### src/rtl/mask_pkg.sv
// mask_pkg: helpers shared by the Boolean masking blocks and their benches.
// share_t is provided as a macro so each user can size it to its own width.
`define MASK_SHARE_T(W) typedef logic [(W)-1:0] share_t;

package mask_pkg;

  function automatic int f_randnum(input int n);
    return n - 1;
  endfunction

  function automatic int f_split_lat(input int n);
    return (n == 1) ? 1 : n - 1;
  endfunction

endpackage

### src/rtl/mask_stage.sv
// mask_stage: one register step of the share-splitting pipeline.
// Folds a single fresh word into the accumulator and carries randomness along.
module mask_stage #(
  parameter int K_WIDTH = 32,
  parameter int P_WIDTH = 32
) (
  input  logic               clk,
  input  logic               rst,
  input  logic               ena,
  input  logic               vld_in,
  input  logic [K_WIDTH-1:0] acc_in,
  input  logic [K_WIDTH-1:0] r_in,
  input  logic [P_WIDTH-1:0] pass_in,
  output logic               vld,
  output logic [K_WIDTH-1:0] acc,
  output logic [P_WIDTH-1:0] pass
);

  // exactly one two-input XOR feeds the accumulator register
  always_ff @(posedge clk or posedge rst) begin
    if (rst) begin
      vld  <= 1'b0;
      acc  <= '0;
      pass <= '0;
    end else if (ena) begin
      vld  <= vld_in;
      acc  <= acc_in ^ r_in;
      pass <= pass_in;
    end
  end

endmodule

### src/rtl/bool_mask_split.sv
// bool_mask_split: splits one plain word into N_SHARES Boolean shares.
// Share 0 is built by a registered XOR chain; shares 1.. are the random words.
module bool_mask_split
  import mask_pkg::*;
#(
  parameter int  K_WIDTH   = 32,
  parameter int  N_SHARES  = 5,
  localparam int MASKWIDTH = K_WIDTH * N_SHARES,
  localparam int RANDNUM   = f_randnum(N_SHARES),
  localparam int LAT       = f_split_lat(N_SHARES),
  localparam int RWIDTH    = ((RANDNUM > 0) ? RANDNUM : 1) * K_WIDTH
) (
  input  logic                 clk,
  input  logic                 rst,
  input  logic                 ena,
  input  logic                 dvld,
  input  logic [K_WIDTH-1:0]   i_x,
  input  logic [RWIDTH-1:0]    rnd,
  output logic [MASKWIDTH-1:0] o_z,
  output logic                 ovld
);

  `MASK_SHARE_T(K_WIDTH)

  share_t            acc  [0:LAT];
  logic [RWIDTH-1:0] pass [0:LAT];
  logic              v    [0:LAT];

  assign acc[0]  = i_x;
  assign pass[0] = rnd;
  assign v[0]    = dvld;

  for (genvar s = 1; s <= LAT; s++) begin : g_stage
    share_t r_in;

    if (RANDNUM > 0) begin : g_r
      assign r_in = pass[s-1][(s-1)*K_WIDTH +: K_WIDTH];
    end else begin : g_nr
      assign r_in = '0;
    end

    mask_stage #(
      .K_WIDTH (K_WIDTH),
      .P_WIDTH (RWIDTH)
    ) u_stage (
      .clk     (clk),
      .rst     (rst),
      .ena     (ena),
      .vld_in  (v[s-1]),
      .acc_in  (acc[s-1]),
      .r_in    (r_in),
      .pass_in (pass[s-1]),
      .vld     (v[s]),
      .acc     (acc[s]),
      .pass    (pass[s])
    );
  end

  if (N_SHARES == 1) begin : g_one
    assign o_z = acc[LAT];
  end else begin : g_many
    assign o_z = {pass[LAT], acc[LAT]};
  end

  assign ovld = v[LAT];

endmodule
### config.mk
export PLATFORM = sky130hd
export DESIGN_NAME = bool_mask_split
export DESIGN_NICKNAME = d
export VERILOG_FILES = /design/src/rtl/mask_pkg.sv /design/src/rtl/mask_stage.sv /design/src/rtl/bool_mask_split.sv
export SDC_FILE = /design/constraint.sdc
export NUM_CORES = 1
export LEC_CHECK = 0
export CORE_AREA = 10 10 249 227
export CTS_CLUSTER_DIAMETER = 150
export DETAILED_ROUTE_END_ITERATION = 6
export DIE_AREA = 0 0 259 237
export GPL_TIMING_DRIVEN = 0
export PLACE_DENSITY = 0.74
export SYNTH_ARGS = -nofsm -noshare
export SYNTH_HDL_FRONTEND = slang
export SYNTH_SLANG_ARGS = --single-unit
### constraint.sdc
create_clock -name clk -period 20.9 [get_ports clk]
set_clock_uncertainty 0.2 [all_clocks]
set_input_delay 2.09 -clock clk [delete_from_list [all_inputs] [get_ports clk]]
set_output_delay 2.09 -clock clk [all_outputs]
set_load 0.005 [all_outputs]
==> run_results.csv <==
group,metric,value,unit
placed_design,io_buffers,323,
power,vdd_drop_max,0.0724,mV
outcome,status,"complete, no violations",
sta,slew_headroom,0.544,
detailed_routing,vias_per_cell,5.13,
finish,instances_no_fill,2802,
floorplanning,fp-row-count,79,
setup_path,cpPeakStageDelay,640,ps
floorplanning,die_w,259,µm
synth,ys_types,11,
job,maxCapViolCount,0,
synth,synth_enable_flop_cells,0,
setup_path,critPathMaxFanout,2,
cts,cts_hold_buf,0,
detailed_routing,wirelength,63300,µm
cts,cts_sinks,644,
cts,clk_path_buf_depth,3,
global_route,grt_pass1_vias,15971,
global_route,grt_pass1_wl,97000,µm
detailed_routing,via_count,14371,
setup_path,path_class,"reg -> out",
sta,report.final.slew_viol_count,0,
power,cellPowerDensity,111,mW/mm²
finish,area_growth_syn_to_layout,25.8,%
synth,yosys_warnings,0,
cts,cts_tree,"built",
setup_path,path_cells,"clkdlybuf4s50_1",
detailed_routing,drc_errors,0,
floorplanning,io_pins,325,
synth,synth_seq_area_share,0.635,
power,leakagePower,13.5,nW
cts,cts_made_buffers,69,
synth,synth_flop_cell,"dfrtp_1",
setup_path,cp_top_family,"buffers and inverters",
power,power,0.00353,W
synth,syn_area,0.0254,mm²
sta,tightest_slew,684,ps
cts,clockRootBuffer,"clkbuf_16",
floorplanning,core-area,0.0513,mm²
cts,cts.htree.levels,3,
floorplanning,initial_core_util,0.495,
global_route,globalRouteOverflowTotal,0,
setup_path,crit_required,18610,ps
hold_path,hp-class,"reg -> reg",
cts,post_cts_buffers,0,
placed_design,place_area,0.0296,mm²
synth,synth.most_common_cell,"dfrtp_1",
detailed_routing,dr.pass1.iters,5,
synth,synth_top_area_cell,"dfrtp_1",
setup_path,path_buf_inv,1,
finish,design_area,0.0319,mm²
synth,synth.top_cell.area_share,0.635,
sta,whs,291,ps
synth,syn_avg_cell_area,15.3,µm²
detailed_routing,wl_per_cell,22.6,µm
finish,fill_cells,3817,
floorplanning,die_area,0.0614,mm²
synth,synthCells,1663,
detailed_routing,drtAntennaViolNets,0,
sta,setup_viol,0,
setup_path,critPathLaunchType,"flip-flop",
placed_design,dpl.hpwl,46700,µm
sta,period_minus_slack,3880,ps
global_route,grt_max_degree,137,
setup_path,slowest_stage,"clkdlybuf4s50_1",
cts,clk_latency,600,ps
setup_path,reg2reg_slack,19630,ps
floorplanning,die_h,237,µm
cts,cts_resized,0,
finish,drive_gt1_frac,0.353,
synth,ys_top_cells_by_area,"dfrtp_1 (63%), mux2_2 (20%), xnor2_1 (4.4%)",
synth,syn_nets,1827,
cts,cts.clk_slew.worst_paths,60,ps
placed_design,place_congestion,0.791,
global_route,grtUsageTotal,0.208,
sta,clock.fmax,0.258,GHz
setup_path,end_kind,"output pin",
placed_design,placedCellCount,2679,
synth,yosys-top-cells-count,"dfrtp_1 (644), mux2_2 (461), a21oi_1 (128), nor2_1 (128), xnor2_1 (128)",
finish,finalNetCount,2226,
sta,rsz0062_at_grt,"false",
detailed_routing,drt_iter0_drc,770,
global_route,antenna_found_initial,5,
setup_path,critPathArrivalTime,1590,ps
synth,async_reset_ff_frac,1.00,
sta,finalHoldViolations,0,
sta,finalCritPeriodShare,0.185,
synth,ys_ff_latch,644,
==> cell type report <==
class                   count  area (µm²)  share of cell area
plain buffers             118        1040              0.0324
inverters                   1        11.3            0.000353
flip-flops and latches    644       16100               0.505
diodes                      1        2.50           0.0000783
repair buffers            328        3370               0.106
clock buffers              99        2030              0.0636
well taps                 688         861              0.0270
clock inverters            23         273             0.00854
multi-input cells         900        8240               0.258
==> logic make-up after synthesis <==
kind of cell / synth area share
XOR/XNOR: 0.0441
AO/OA/AOI/OAI: 0.0252
buffers and inverters: 0.0409
flip-flops: 0.635
multiplexers: 0.236
AND/OR/NAND/NOR: 0.0189
==> per-stage QoR <==
step | setup TNS [ps] | worst slack [ps] | utilization
2_1_floorplan | 0 | 568 | -
3_3_place_gp | -3522150 | -5540 | 0.575
3_5_place_dp | 0 | 16430 | 0.578
4_1_cts | 0 | 16990 | 0.623
5_1_grt | 0 | 16830 | 0.623
6_report | 0 | 17020 | 0.623
==> cells in the final DEF (no fill, tap or decap), types with 11 or more instances in the layout <==
cell             instances
dfrtp_1                644
mux2_2                 461
buf_6                   58
clkdlybuf4s50_1        323
a21oi_1                128
xnor2_1                128
clkbuf_8                17
mux2_4                  50
clkbuf_16               70
buf_2                   27
nor2_1                 128
clkbuf_1                12
clkinv_2                11
buf_4                   33
==> state kept, by name, summed over array words and instances (netlist names) <==
signal                flops
g_stage.u_stage.acc     128
g_stage.u_stage.pass    512
g_stage.u_stage.vld       4
==> where the power goes <==
part / internal (W) / switching (W) / total [W]
clock network: 0.000739 / 0.000489 / 0.00123
logic: 0.000419 / 0.000233 / 0.000652
registers: 0.00148 / 0.000172 / 0.00165
==> layer usage <==
| layer | global-route usage | part of all wire | vias up |
|---|---|---|---|
| met2 | 0.348 | 0.50 | 320 |
| met4 | 0.0488 | 0.017 | 8 |
| met1 | 0.267 | 0.43 | 7469 |
| met5 | 0 | 0.00090 | - |
| met3 | 0.0538 | 0.055 | 74 |
| li1 | - | - | 6500 |
==> path summary, 6_finish.rpt <==
kind                                                         start                                  endpoint  depth (start not counted)
setup / recovery           g_stage[4].u_stage.pass[91]$_DFFE_PP0P_                                  o_z[123]                          1
max in group asynchronous                                      rst  g_stage[2].u_stage.pass[109]$_DFFE_PP0P_                          4
setup reg to reg            g_stage[2].u_stage.acc[16]$_DFFE_PP0P_    g_stage[3].u_stage.acc[16]$_DFFE_PP0P_                          2
hold / removal              g_stage[1].u_stage.pass[2]$_DFFE_PP0P_    g_stage[1].u_stage.pass[2]$_DFFE_PP0P_                          1
hold reg to reg             g_stage[1].u_stage.pass[2]$_DFFE_PP0P_    g_stage[1].u_stage.pass[2]$_DFFE_PP0P_                          1
min in group asynchronous                                      rst    g_stage[4].u_stage.pass[6]$_DFFE_PP0P_                          2
(Power assumes the default switching activity.)
